`src/rtl/dp_mem_initiator_pkg.sv`:
```
// Shared types, default widths and wrap-address helper for the dp_mem initiator.
// VERIFY state is present only when DP_INIT_VERIFY_EN is defined.
package dp_mem_pkg;

  localparam int ADDR_W_DEF    = 5;
  localparam int DATA_W_DEF    = 8;
  localparam int BURST_LEN_DEF = 4;

  typedef enum logic [2:0] {
    IDLE,
    WRITE,
    READ,
    DRAIN
`ifdef DP_INIT_VERIFY_EN
    , VERIFY
`endif
  } state_t;

  typedef struct packed {
    logic vld;
    logic last;
    logic vfy;
  } rd_tag_t;

  // Increment the in-bank offset only; the bank MSB and anything above it are preserved.
  function automatic logic [31:0] inc_in_bank(input logic [31:0] addr, input int addr_w);
    logic [31:0] low;
    low = (32'd1 << (addr_w - 1)) - 32'd1;
    return (addr & ~low) | ((addr + 32'd1) & low);
  endfunction

endpackage

```
`src/rtl/dp_mem_initiator_if.sv`:
```
// Host command/write/read-return channels plus memory-port strobes of the initiator.
// master: the initiator itself; slave: host and memory environment.
interface dp_mem_initiator_if
  import dp_mem_pkg::*;
#(
  parameter int ADDR_W = ADDR_W_DEF,
  parameter int DATA_W = DATA_W_DEF
);
  logic              cmd_valid;
  logic              cmd_ready;
  logic              cmd_write;
  logic              cmd_burst;
  logic [ADDR_W-1:0] cmd_addr;
  logic              wd_valid;
  logic              wd_ready;
  logic [DATA_W-1:0] wd_data;
  logic              rd_valid;
  logic [DATA_W-1:0] rd_data;
  logic              rd_last;
  logic              busy;
  logic              vfy_err;
  logic              mem_enb;
  logic              mem_wr;
  logic              mem_rd;
  logic              mem_burst;
  logic [ADDR_W-1:0] mem_w_addr;
  logic [ADDR_W-1:0] mem_r_addr;
  logic [DATA_W-1:0] mem_w_data;
  logic [DATA_W-1:0] mem_r_data;

  modport master (
    input  cmd_valid, cmd_write, cmd_burst, cmd_addr, wd_valid, wd_data, mem_r_data,
    output cmd_ready, wd_ready, rd_valid, rd_data, rd_last, busy, vfy_err,
    output mem_enb, mem_wr, mem_rd, mem_burst, mem_w_addr, mem_r_addr, mem_w_data
  );

  modport slave (
    output cmd_valid, cmd_write, cmd_burst, cmd_addr, wd_valid, wd_data, mem_r_data,
    input  cmd_ready, wd_ready, rd_valid, rd_data, rd_last, busy, vfy_err,
    input  mem_enb, mem_wr, mem_rd, mem_burst, mem_w_addr, mem_r_addr, mem_w_data
  );
endinterface

```
`src/rtl/dp_mem_rd_pipe.sv`:
```
// RD_LAT-stage shift line of read tags; the output tag lines up with valid mem_r_data.
// Latency RD_LAT cycles from the issued tag; no backpressure.
module dp_mem_rd_pipe
  import dp_mem_pkg::*;
#(
  parameter int RD_LAT = 1
) (
  input  logic    clk,
  input  logic    rst,
  input  rd_tag_t issue_tag,
  output rd_tag_t ret_tag
);

  rd_tag_t [RD_LAT-1:0] line;

  always_ff @(posedge clk or negedge rst) begin
    if (!rst) begin
      line <= '0;
    end else begin
      line[0] <= issue_tag;
      for (int i = 1; i < RD_LAT; i++) begin
        line[i] <= line[i-1];
      end
    end
  end

  assign ret_tag = line[RD_LAT-1];

endmodule

```
`src/rtl/dp_mem_initiator.sv`:
```
// Sequences single/burst read/write commands onto the banked memory port (DP_INIT_VERIFY_EN adds write readback).
// Registered mem_* strobes one cycle after acceptance; reads return RD_LAT+1 after issue; writes stall on wd_valid.
module dp_mem_initiator
  import dp_mem_pkg::*;
#(
  parameter int ADDR_W    = ADDR_W_DEF,
  parameter int DATA_W    = DATA_W_DEF,
  parameter int BURST_LEN = BURST_LEN_DEF,
  parameter int RD_LAT    = 1
) (
  input logic               clk,
  input logic               rst,
  dp_mem_initiator_if.master bus
);

  localparam int              CNT_W = $clog2(BURST_LEN + 1);
  localparam logic [CNT_W-1:0] ONE  = CNT_W'(1);

  state_t            state, state_nxt;
  logic [ADDR_W-1:0] addr_q, iss_addr;
  logic [CNT_W-1:0]  left_q, cmd_beats;
  logic              burst_q;
  logic              load_cmd, do_wr, do_rd, iss_last, iss_vfy;
  logic              cmd_ready, wd_ready;

  logic              mem_enb_q, mem_wr_q, mem_rd_q, mem_burst_q;
  logic [ADDR_W-1:0] mem_w_addr_q, mem_r_addr_q;
  logic [DATA_W-1:0] mem_w_data_q, rd_data_q;
  logic              rd_valid_q, rd_last_q, iss_last_q, iss_vfy_q;
  rd_tag_t           issue_tag, ret_tag;

  function automatic logic [ADDR_W-1:0] next_addr(input logic [ADDR_W-1:0] a);
    return ADDR_W'(inc_in_bank(32'(a), ADDR_W));
  endfunction

  assign cmd_beats = bus.cmd_burst ? CNT_W'(BURST_LEN) : ONE;

  always_comb begin
    state_nxt = state;
    cmd_ready = 1'b0;
    wd_ready  = 1'b0;
    load_cmd  = 1'b0;
    do_wr     = 1'b0;
    do_rd     = 1'b0;
    iss_last  = 1'b0;
    iss_vfy   = 1'b0;
    iss_addr  = addr_q;
    case (state)
      IDLE: begin
        cmd_ready = 1'b1;
        if (bus.cmd_valid) begin
          load_cmd = 1'b1;
          if (bus.cmd_write) begin
            state_nxt = WRITE;
          end else begin
            // First read beat issues on the accepting edge itself.
            do_rd     = 1'b1;
            iss_addr  = bus.cmd_addr;
            iss_last  = !bus.cmd_burst;
            state_nxt = bus.cmd_burst ? READ : DRAIN;
          end
        end
      end
      WRITE: begin
        wd_ready = 1'b1;
        if (bus.wd_valid) begin
          do_wr = 1'b1;
          if (left_q == ONE) begin
`ifdef DP_INIT_VERIFY_EN
            state_nxt = VERIFY;
`else
            state_nxt = IDLE;
`endif
          end
        end
      end
      READ: begin
        do_rd    = 1'b1;
        iss_last = (left_q == ONE);
        if (left_q == ONE) state_nxt = DRAIN;
      end
`ifdef DP_INIT_VERIFY_EN
      VERIFY: begin
        do_rd    = 1'b1;
        iss_vfy  = 1'b1;
        iss_last = (left_q == ONE);
        if (left_q == ONE) state_nxt = DRAIN;
      end
`endif
      DRAIN: begin
        if (ret_tag.vld && ret_tag.last) state_nxt = IDLE;
      end
      default: state_nxt = IDLE;
    endcase
  end

`ifdef DP_INIT_VERIFY_EN
  localparam int IDX_W = $clog2(BURST_LEN);

  logic [ADDR_W-1:0] base_q;
  logic [DATA_W-1:0] wbuf [BURST_LEN];
  logic [IDX_W-1:0]  wr_idx, cmp_idx;
  logic              vfy_err_q;

  always_ff @(posedge clk or negedge rst) begin
    if (!rst) begin
      base_q    <= '0;
      wr_idx    <= '0;
      cmp_idx   <= '0;
      vfy_err_q <= 1'b0;
    end else begin
      if (load_cmd) begin
        base_q    <= bus.cmd_addr;
        wr_idx    <= '0;
        cmp_idx   <= '0;
        vfy_err_q <= 1'b0;
      end
      if (do_wr) wr_idx <= wr_idx + 1'b1;
      if (ret_tag.vld && ret_tag.vfy) begin
        cmp_idx <= cmp_idx + 1'b1;
        if (bus.mem_r_data != wbuf[cmp_idx]) vfy_err_q <= 1'b1;
      end
    end
  end

  always_ff @(posedge clk) begin
    if (do_wr) wbuf[wr_idx] <= bus.wd_data;
  end

  assign bus.vfy_err = vfy_err_q;
`else
  assign bus.vfy_err = 1'b0;
`endif

  always_ff @(posedge clk or negedge rst) begin
    if (!rst) begin
      state        <= IDLE;
      addr_q       <= '0;
      left_q       <= '0;
      burst_q      <= 1'b0;
      mem_enb_q    <= 1'b0;
      mem_wr_q     <= 1'b0;
      mem_rd_q     <= 1'b0;
      mem_burst_q  <= 1'b0;
      mem_w_addr_q <= '0;
      mem_r_addr_q <= '0;
      mem_w_data_q <= '0;
      iss_last_q   <= 1'b0;
      iss_vfy_q    <= 1'b0;
      rd_valid_q   <= 1'b0;
      rd_last_q    <= 1'b0;
      rd_data_q    <= '0;
    end else begin
      state       <= state_nxt;
      mem_enb_q   <= (state_nxt != IDLE);
      mem_wr_q    <= do_wr;
      mem_rd_q    <= do_rd;
      mem_burst_q <= (do_wr || do_rd) && (load_cmd ? bus.cmd_burst : burst_q);
      iss_last_q  <= iss_last;
      iss_vfy_q   <= iss_vfy;
      if (load_cmd) begin
        burst_q <= bus.cmd_burst;
        addr_q  <= bus.cmd_addr;
        left_q  <= bus.cmd_write ? cmd_beats : cmd_beats - ONE;
      end
      if (do_wr) begin
        mem_w_addr_q <= addr_q;
        mem_w_data_q <= bus.wd_data;
        addr_q       <= next_addr(addr_q);
        left_q       <= left_q - ONE;
      end
      if (do_rd) begin
        mem_r_addr_q <= iss_addr;
        addr_q       <= next_addr(iss_addr);
        if (!load_cmd) left_q <= left_q - ONE;
      end
`ifdef DP_INIT_VERIFY_EN
      // Rewind to the command's start address for the readback pass.
      if (state == WRITE && state_nxt == VERIFY) begin
        addr_q <= base_q;
        left_q <= burst_q ? CNT_W'(BURST_LEN) : ONE;
      end
`endif
      rd_valid_q <= ret_tag.vld && !ret_tag.vfy;
      rd_last_q  <= ret_tag.vld && ret_tag.last && !ret_tag.vfy;
      if (ret_tag.vld && !ret_tag.vfy) rd_data_q <= bus.mem_r_data;
    end
  end

  assign issue_tag = '{vld: mem_rd_q, last: iss_last_q, vfy: iss_vfy_q};

  dp_mem_rd_pipe #(.RD_LAT(RD_LAT)) u_rd_pipe (
    .clk       (clk),
    .rst       (rst),
    .issue_tag (issue_tag),
    .ret_tag   (ret_tag)
  );

  assign bus.cmd_ready  = cmd_ready;
  assign bus.wd_ready   = wd_ready;
  assign bus.busy       = (state != IDLE);
  assign bus.mem_enb    = mem_enb_q;
  assign bus.mem_wr     = mem_wr_q;
  assign bus.mem_rd     = mem_rd_q;
  assign bus.mem_burst  = mem_burst_q;
  assign bus.mem_w_addr = mem_w_addr_q;
  assign bus.mem_r_addr = mem_r_addr_q;
  assign bus.mem_w_data = mem_w_data_q;
  assign bus.rd_valid   = rd_valid_q;
  assign bus.rd_last    = rd_last_q;
  assign bus.rd_data    = rd_data_q;

endmodule

```
`src/flat_wrapper.sv`:
```
// flat-port wrapper written by rule: the top's interface ports become plain ports
module dp_mem_initiator_flat import dp_mem_pkg::*;
#(
  parameter int ADDR_W    = ADDR_W_DEF,
  parameter int DATA_W    = DATA_W_DEF,
  parameter int BURST_LEN = BURST_LEN_DEF,
  parameter int RD_LAT    = 1
)
  (clk, rst, bus_cmd_valid, bus_cmd_write, bus_cmd_burst, bus_cmd_addr, bus_wd_valid, bus_wd_data, bus_mem_r_data, bus_cmd_ready, bus_wd_ready, bus_rd_valid, bus_rd_data, bus_rd_last, bus_busy, bus_vfy_err, bus_mem_enb, bus_mem_wr, bus_mem_rd, bus_mem_burst, bus_mem_w_addr, bus_mem_r_addr, bus_mem_w_data);
  dp_mem_initiator_if #(.ADDR_W(ADDR_W), .DATA_W(DATA_W)) bus_i ();
  input logic clk;
  input logic rst;
  input wire logic [$bits(bus_i.cmd_valid)-1:0] bus_cmd_valid;
  input wire logic [$bits(bus_i.cmd_write)-1:0] bus_cmd_write;
  input wire logic [$bits(bus_i.cmd_burst)-1:0] bus_cmd_burst;
  input wire logic [$bits(bus_i.cmd_addr)-1:0] bus_cmd_addr;
  input wire logic [$bits(bus_i.wd_valid)-1:0] bus_wd_valid;
  input wire logic [$bits(bus_i.wd_data)-1:0] bus_wd_data;
  input wire logic [$bits(bus_i.mem_r_data)-1:0] bus_mem_r_data;
  output wire logic [$bits(bus_i.cmd_ready)-1:0] bus_cmd_ready;
  output wire logic [$bits(bus_i.wd_ready)-1:0] bus_wd_ready;
  output wire logic [$bits(bus_i.rd_valid)-1:0] bus_rd_valid;
  output wire logic [$bits(bus_i.rd_data)-1:0] bus_rd_data;
  output wire logic [$bits(bus_i.rd_last)-1:0] bus_rd_last;
  output wire logic [$bits(bus_i.busy)-1:0] bus_busy;
  output wire logic [$bits(bus_i.vfy_err)-1:0] bus_vfy_err;
  output wire logic [$bits(bus_i.mem_enb)-1:0] bus_mem_enb;
  output wire logic [$bits(bus_i.mem_wr)-1:0] bus_mem_wr;
  output wire logic [$bits(bus_i.mem_rd)-1:0] bus_mem_rd;
  output wire logic [$bits(bus_i.mem_burst)-1:0] bus_mem_burst;
  output wire logic [$bits(bus_i.mem_w_addr)-1:0] bus_mem_w_addr;
  output wire logic [$bits(bus_i.mem_r_addr)-1:0] bus_mem_r_addr;
  output wire logic [$bits(bus_i.mem_w_data)-1:0] bus_mem_w_data;
  assign bus_i.cmd_valid = bus_cmd_valid;
  assign bus_i.cmd_write = bus_cmd_write;
  assign bus_i.cmd_burst = bus_cmd_burst;
  assign bus_i.cmd_addr = bus_cmd_addr;
  assign bus_i.wd_valid = bus_wd_valid;
  assign bus_i.wd_data = bus_wd_data;
  assign bus_i.mem_r_data = bus_mem_r_data;
  assign bus_cmd_ready = bus_i.cmd_ready;
  assign bus_wd_ready = bus_i.wd_ready;
  assign bus_rd_valid = bus_i.rd_valid;
  assign bus_rd_data = bus_i.rd_data;
  assign bus_rd_last = bus_i.rd_last;
  assign bus_busy = bus_i.busy;
  assign bus_vfy_err = bus_i.vfy_err;
  assign bus_mem_enb = bus_i.mem_enb;
  assign bus_mem_wr = bus_i.mem_wr;
  assign bus_mem_rd = bus_i.mem_rd;
  assign bus_mem_burst = bus_i.mem_burst;
  assign bus_mem_w_addr = bus_i.mem_w_addr;
  assign bus_mem_r_addr = bus_i.mem_r_addr;
  assign bus_mem_w_data = bus_i.mem_w_data;
  dp_mem_initiator #(.ADDR_W(ADDR_W), .DATA_W(DATA_W), .BURST_LEN(BURST_LEN), .RD_LAT(RD_LAT)) u_core (.clk(clk), .rst(rst), .bus(bus_i));
endmodule
```
`config.mk`:
```
export PLATFORM = sky130hd
export DESIGN_NAME = dp_mem_initiator_flat
export DESIGN_NICKNAME = d
export VERILOG_FILES = /design/src/rtl/dp_mem_initiator_pkg.sv /design/src/rtl/dp_mem_initiator_if.sv /design/src/rtl/dp_mem_rd_pipe.sv /design/src/rtl/dp_mem_initiator.sv /design/src/flat_wrapper.sv
export SDC_FILE = /design/constraint.sdc
export NUM_CORES = 1
export LEC_CHECK = 0
export BUFFER_PORTS_ARGS = -buffer_cell sky130_fd_sc_hd__buf_4
export CORE_MARGIN = 3
export CORE_UTILIZATION = 51
export CTS_BUF_LIST = sky130_fd_sc_hd__clkbuf_8 sky130_fd_sc_hd__clkbuf_16
export DETAILED_ROUTE_END_ITERATION = 10
export MAX_ROUTING_LAYER = met4
export PLACE_DENSITY = 0.79
export SLEW_MARGIN = 20
export SYNTH_ARGS = -nofsm -noshare
export SYNTH_HDL_FRONTEND = slang
export SYNTH_SLANG_ARGS = --single-unit
```
`constraint.sdc`:
```
create_clock -name clk -period 2.3 [get_ports clk]
set_clock_uncertainty 0.05 [all_clocks]
set_input_delay 0.345 -clock clk [delete_from_list [all_inputs] [get_ports clk]]
set_output_delay 0.345 -clock clk [all_outputs]
set_load 0.02 [all_outputs]
```
==> reports/qor.yml, run 1 <==
sta:
  tns_ps: 0
  fin_crit_ps: 2070
  slew_viol_final: 0
  hold_ws_ps: -12.6
  hold_viol: 26
  rsz0062_at_grt: "no"
  worst_slew_pin_slew_ps: 575
  slew_headroom_pct: 61.7
  setup_viol: 0
  period_share_pct: 90.0
  clock.fmax_mhz: 483
critical_path:
  slowest_delay_ps: 540
  end_kind: "register"
  reg2reg_depth: 6
  worstSetupPathType: "reg2reg"
  crit_path_top_delay_cell: "dfrtp_1"
  critPathLaunchType: "register"
  crit_arrival_ps: 2260
  worst_ep_required_time_ps: 2490
  cp_max_fo: 18
  crit_chain: "nand3b_1, or2_2, inv_2, nand3b_1, a21boi_0, a221o_1"
  worst_path_most_repeated_cell: "nand3b_1"
grt:
  grt_overflow_total: 0
  grt_max_degree: 48
  antenna_found_initial: 0
  grt_pass1_wl_um: 7310
  first_global_vias: 1520
  grt.total_usage_pct: 18.7
clocking:
  clock_sinks: 47
  cts_tree: "done"
  post_cts_buffers: 0
  cts_buffer_depth: 2
  clk_latency_ps: 300
  ctsHtreeMaxLevel: 2
  path_clk_slew_ps: 80
  cts_hold_buf: 0
  cts_buffers: 5
  ctsResizeCount: 0
  clock-root-buffer: "clkbuf_8"
drt:
  vias: 1655
  viasPerCell: 5.14
  dr.pass1.iters: 4
  remaining_drc_errors: 0
  drt-wirelength-per-cell_um: 13.6
  drt_first_iter_violations: 112
  wirelength_um: 4370
  antenna_left: 0
synthesis:
  synth_edf_count: 0
  syn_area_per_cell_um2: 10.3
  yosys_warnings: 0
  synth_flop_cell: "dfrtp_1"
  synth_async_sr_flop_share_pct: 100
  syn_area_um2: 2150
  yosys.cell_types.count: 42
  ys_seq_area_share_pct: 54.7
  ys_seq_elements: 47
  syn_inst: 208
finish:
  regArea_um2: 1180
  diodes: 0
  fill_cells: 290
  syn_to_final_growth_pct: 28.2
  fin_util_pct: 71.6
  multi_input_area_um2: 901
  drive_above_1_share_pct: 32.8
  nets: 308
die:
  coreArea_um2: 3850
  die-height_um: 70.9
  rows: 22
  dieArea_um2: 5030
  io-pin-count: 63
  die_w_um: 70.9
  start_util_pct: 55.8
run_status:
  status: "finished with violations"
  violations: "hold timing"
run:
  maxCapViolations: 0
worst_hold_path:
  min_path_type: "in2async"
place:
  gp_congestion: 0.903
  dp_hpwl_um: 3270
  port-buffer-count: 61
pwr:
  p_leak_nw: 1.41
  ir_drop_v: 0.000557
  power_mw: 3.35
  power.density_nw_per_um2: 1210
power breakdown:
group          internal [mW]  total [mW]  switching, mW
Combinational          0.672        1.44          0.763
Sequential              1.15        1.40          0.246
Clock                  0.245       0.517          0.272
Total                   2.07        3.35           1.28
placed cells by master (no fill, tap or decap), types with 2 or more instances in the layout:
master and count:
buf_4 66, nand2_1 62, dfrtp_1 47, mux2_2 10, o21ai_0 9, nand3_1 8
ha_1 8, inv_1 6, clkbuf_8 6, nor2_1 5, nor2b_1 3, a21oi_1 3
and2_1 2, o221ai_1 2, nand3b_1 2, nand2b_1 2, a21o_1 2, o21bai_1 2
a211oi_1 2, o211ai_1 2, xnor2_1 2, a221o_1 2, conb_1 2
path summary, 6_finish.rpt:
path,endpoint,slack [ps],startpoint
max,u_core.addr_q[2]$_DFFE_PN0P_,230,u_core.state[1]$_DFF_PN0_
min,u_core.bus.rd_data[6]$_DFFE_PN0P_,-10,rst
max reg2reg,u_core.addr_q[2]$_DFFE_PN0P_,230,u_core.state[1]$_DFF_PN0_
min reg2reg,u_core.u_rd_pipe.ret_tag[1]$_DFF_PN0_,300,u_core.iss_last_q$_DFF_PN0_
max in group asynchronous,u_core.bus.mem_r_addr[4]$_DFFE_PN0P_,1820,rst
min in group clk,u_core.bus.mem_w_data[6]$_DFFE_PN0P_,180,bus_wd_data[6]
worst max-delay path, delay by kind of cell, from the launching register on:
kind,cells,cell delay (ps)
AO/OA/AOI/OAI,2,360
buffers and inverters,1,170
flip-flops,1,540
AND/OR/NAND/NOR,3,900
synthesized netlist by cell type (all sizes together), types with 2 or more instances:
cell / instances / area (µm²)
a211oi: 2 / 15.0
a21o: 2 / 15.0
a21oi: 4 / 23.8
a221o: 2 / 20.0
and2: 2 / 12.5
buf: 7 / 43.8
clkbuf: 2 / 7.51
dfrtp: 47 / 1180
ha: 8 / 100
inv: 7 / 26.3
mux2: 10 / 113
mux2i: 2 / 32.5
nand2: 63 / 244
nand2b: 2 / 12.5
nand3: 8 / 40.0
nand3b: 2 / 15.0
nor2: 5 / 18.8
nor2b: 3 / 18.8
o211ai: 2 / 15.0
o21ai: 9 / 45.0
o21bai: 2 / 15.0
o221ai: 2 / 17.5
xnor2: 2 / 17.5
through the flow:
stage / area, µm² / std cells / worst slack [ps]
after detailed placement: 2660 / 314 / 235
after floorplan: 2150 / 209 / 113
after global placement: 2660 / 314 / 279
after global routing: 2760 / 322 / 73.6
final: 2760 / 322 / 231
after CTS: 2760 / 322 / 248
routing by layer:
| layer | GRT usage, % | share of wire, % |
|---|---|---|
| met2 | 26.5 | 44 |
| met1 | 26.3 | 46 |
| met3 | 5.54 | 8.8 |
| met4 | 5.01 | 0.89 |
| met5 | - | 0 |
cell families after synthesis:
group,share of synthesized area (%)
muxes,6.75
and+or+nand+nor,18.8
other,0.174
adders and majority gates,4.65
AOI/OAI and AO/OA,10.1
xor gates and xnor gates,1.22
buffers and inverters,3.61
DFF,54.7
cell type report:
type | count | area share (%)
Sequential cell | 47 | 42.6
Clock inverter | 2 | 0.590
Clock buffer | 6 | 2.99
Tap cell | 48 | 2.18
Timing Repair Buffer | 66 | 18.0
Inverter | 7 | 0.953
Multi-Input combinational cell | 146 | 32.7
flip-flops by register name, indices dropped and copies added, names as in the netlist:
| register | count |
|---|---|
| u_core.bus.mem_enb | 1 |
| u_core.addr_q | 5 |
| u_core.bus.rd_data | 8 |
| u_core.bus.mem_w_data | 8 |
| u_core.bus.rd_valid | 1 |
| u_core.bus.mem_w_addr | 5 |
| u_core.iss_last_q | 1 |
| u_core.left_q | 3 |
| u_core.burst_q | 1 |
| u_core.bus.mem_r_addr | 5 |
| u_core.state | 3 |
| u_core.bus.rd_last | 1 |
| u_core.bus.mem_rd | 1 |
| u_core.u_rd_pipe.ret_tag | 2 |
| u_core.bus.mem_burst | 1 |
| u_core.bus.mem_wr | 1 |
Power figures use the tool's default switching activity.
==> inputs of run 2 (changes only) <==
--- a/config.mk
+++ b/config.mk
@@ -6,12 +6,14 @@
 export NUM_CORES = 1
 export LEC_CHECK = 0
 export BUFFER_PORTS_ARGS = -buffer_cell sky130_fd_sc_hd__buf_4
+export CELL_PAD_IN_SITES_DETAIL_PLACEMENT = 0
+export CELL_PAD_IN_SITES_GLOBAL_PLACEMENT = 1
 export CORE_MARGIN = 3
-export CORE_UTILIZATION = 51
+export CORE_UTILIZATION = 39
 export CTS_BUF_LIST = sky130_fd_sc_hd__clkbuf_8 sky130_fd_sc_hd__clkbuf_16
 export DETAILED_ROUTE_END_ITERATION = 10
 export MAX_ROUTING_LAYER = met4
-export PLACE_DENSITY = 0.79
+export PLACE_DENSITY_LB_ADDON = 0.1
 export SLEW_MARGIN = 20
 export SYNTH_ARGS = -nofsm -noshare
 export SYNTH_HDL_FRONTEND = slang
==> run 2 against run 1 <==
The run still ends with hold timing left; final cell count increased by 7.8%; worst hold slack improved by 12 ps; critical path depth stayed put; worst setup slack worse by 44 ps; register-to-register slack worse by 40 ps; sequential share of layout area decreased by 1.3 points; critical path type unchanged; total power increased by 6.1%.
==> reports/qor.yml, run 2 (synthesized netlist as in run 1, its figures left out) <==
clocking:
  clk_latency_ps: 300  # about the same
  cts_hold_buf: 0  # unchanged
  ctsHtreeMaxLevel: 2  # unchanged
  clock-root-buffer: "clkbuf_8"
  cts_tree: "done"
  clock_sinks: 47  # unchanged
  ctsResizeCount: 0  # unchanged
  cts_buffers: 5  # unchanged
  path_clk_slew_ps: 90  # about the same
  cts_buffer_depth: 2  # unchanged
  post_cts_buffers: 0  # unchanged
sta:
  rsz0062_at_grt: "no"
  setup_viol: 0  # unchanged
  tns_ps: 0  # unchanged
  setup_slack_ps: 187  # -44.2 ps
  hold_ws_ps: -0.725  # +11.9 ps
  period_share_pct: 91.9  # +1.9 points
  hold_viol: 2  # -92%
  slew_headroom_pct: 59.7  # -2.0 points
  slew_viol_final: 0  # unchanged
  clock.fmax_mhz: 473  # -2.1%
  fin_crit_ps: 2110  # +44.2 ps
  worst_slew_pin_slew_ps: 604  # +29.3 ps
drt:
  viasPerCell: 4.79  # -6.9%
  vias: 1661  # +0.36%
  wirelength_um: 4610  # +5.6%
  drt-wirelength-per-cell_um: 13.3  # -2.0%
  antenna_left: 0  # unchanged
  drt_first_iter_violations: 71  # -37%
  remaining_drc_errors: 0  # unchanged
  dr.pass1.iters: 4  # unchanged
critical_path:
  crit_end: "u_core.addr_q[1]$_DFFE_PN0P_"
  worstSetupPathType: "reg2reg"
  crit_start: "u_core.state[1]$_DFF_PN0_"
  timing.rr.start: "u_core.state[1]$_DFF_PN0_"
  reg2reg_depth: 6  # unchanged
  cp_max_fo: 13  # -5
  worst_ep_required_time_ps: 2430  # -60 ps
  reg2reg_to: "u_core.addr_q[1]$_DFFE_PN0P_"
  critPathLaunchType: "register"
  r2r_slack_ps: 190  # -40 ps
  end_kind: "register"
  crit_arrival_ps: 2240  # -20 ps
finish:
  layout_commonest_cell: "buf_4"
  fin_cells: 347  # +7.8%
  layout_common_cells: "buf_4 (69), nand2_1 (62), dfrtp_1 (47)"
  nets: 311  # +0.97%
  fill_cells: 478  # +65%
  syn_to_final_growth_pct: 32.1
  drive_above_1_share_pct: 33.2  # +0.37 points
  diodes: 0  # unchanged
pwr:
  ir_drop_v: 0.000591  # +6.0%
  p_leak_nw: 1.45  # +2.6%
  power.density_nw_per_um2: 1250  # +3.0%
die:
  coreArea_um2: 5200  # +35%
  die_w_um: 80.3  # +13%
  rows: 26  # +18%
  die-height_um: 80.3  # +13%
  start_util_pct: 41.3  # -14 points
  dieArea_um2: 6440  # +28%
  io-pin-count: 63  # unchanged
place:
  port-buffer-count: 61  # unchanged
  dp_hpwl_um: 3360  # +2.5%
  dp_slack_ps: 221  # -13.8 ps
  gp_congestion: 0.824  # -8.7%
  dp_cells: 339  # +8.0%
run:
  maxCapViolations: 0  # unchanged
run_status:
  status: "finished with violations"
  violations: "hold timing"
grt:
  grt_pass1_wl_um: 7880  # +7.8%
  antenna_found_initial: 0  # unchanged
  grt_max_degree: 48  # unchanged
  grt.total_usage_pct: 16.1  # -2.5 points
  first_global_vias: 1614  # +6.2%
  grt_overflow_total: 0  # unchanged
worst_hold_path:
  min_path_type: "in2async"
==> run 2: cell types whose count changed in the layout (fill, tap and decap cells not counted) <==
cell | before | now
clkbuf_8 | 6 | 5
buf_4 | 66 | 69
inv_1 | 6 | 7
clkinvlp_4 | 1 | 0
clkinv_4 | 1 | 0
bufinv_16 | 0 | 2
==> run 2: routing by layer <==
layer	share of wire (%)	vias up	wire length [µm]	track usage [%]
li1	-	832	-	-
met2	41	61	1890	22.7
met1	50	764	2300	22.9
met5	0	-	0	-
met4	0.80	0	37	4.56
met3	8.3	4	381	4.37
==> run 2: worst min path at each step <==
stage,end,cells past startpoint,start
after global placement,u_core.u_rd_pipe.ret_tag[1]$_DFF_PN0_,0,u_core.iss_last_q$_DFF_PN0_
final,u_core.iss_last_q$_DFF_PN0_,1,rst
after detailed placement,u_core.u_rd_pipe.ret_tag[1]$_DFF_PN0_,0,u_core.iss_last_q$_DFF_PN0_
after CTS,u_core.left_q[1]$_DFF_PN0_,1,rst
after floorplan,u_core.addr_q[0]$_DFFE_PN0P_,0,rst
after global routing,u_core.bus.rd_data[5]$_DFFE_PN0P_,1,rst
==> run 2: critical path, stage by stage (launching register included) <==
cell and delay [ps]:
dfrtp_1 530, nor3_4 270, nand2_4 130, mux2_2 300, ha_1 290, a222oi_1 310
a21oi_1 110
==> run 2: layout make-up <==
type	instances	area [µm²]	area share, %
Sequential cell	47	1180	41.4
Timing Repair Buffer	69	518	18.2
Multi-Input combinational cell	146	901	31.7
Tap cell	70	87.6	3.08
Inverter	7	26.3	0.925
Clock buffer	5	68.8	2.42
Clock inverter	3	63.8	2.25
==> run 2: per-stage QoR <==
stage | cell area, µm² | utilization [%] | hold slack [ps] | power, mW
floorplan | 2150 | - | -0.591 | 2.26
global placement | 2710 | 52.0 | 287 | 2.86
detailed placement | 2710 | 52.0 | 290 | 2.87
CTS | 2840 | 54.6 | 17.5 | 3.60
global route | 2840 | 54.6 | 28.4 | 3.81
finish | 2840 | 54.6 | -0.725 | 3.55
==> run 2: power by group <==
group / leakage (nW) / internal (mW) / switching, mW / total [mW]
Clock: 0.0695 / 0.430 / 0.279 / 0.709
Sequential: 0.586 / 1.15 / 0.232 / 1.38
Combinational: 0.793 / 0.684 / 0.778 / 1.46
Total: 1.45 / 2.26 / 1.29 / 3.55
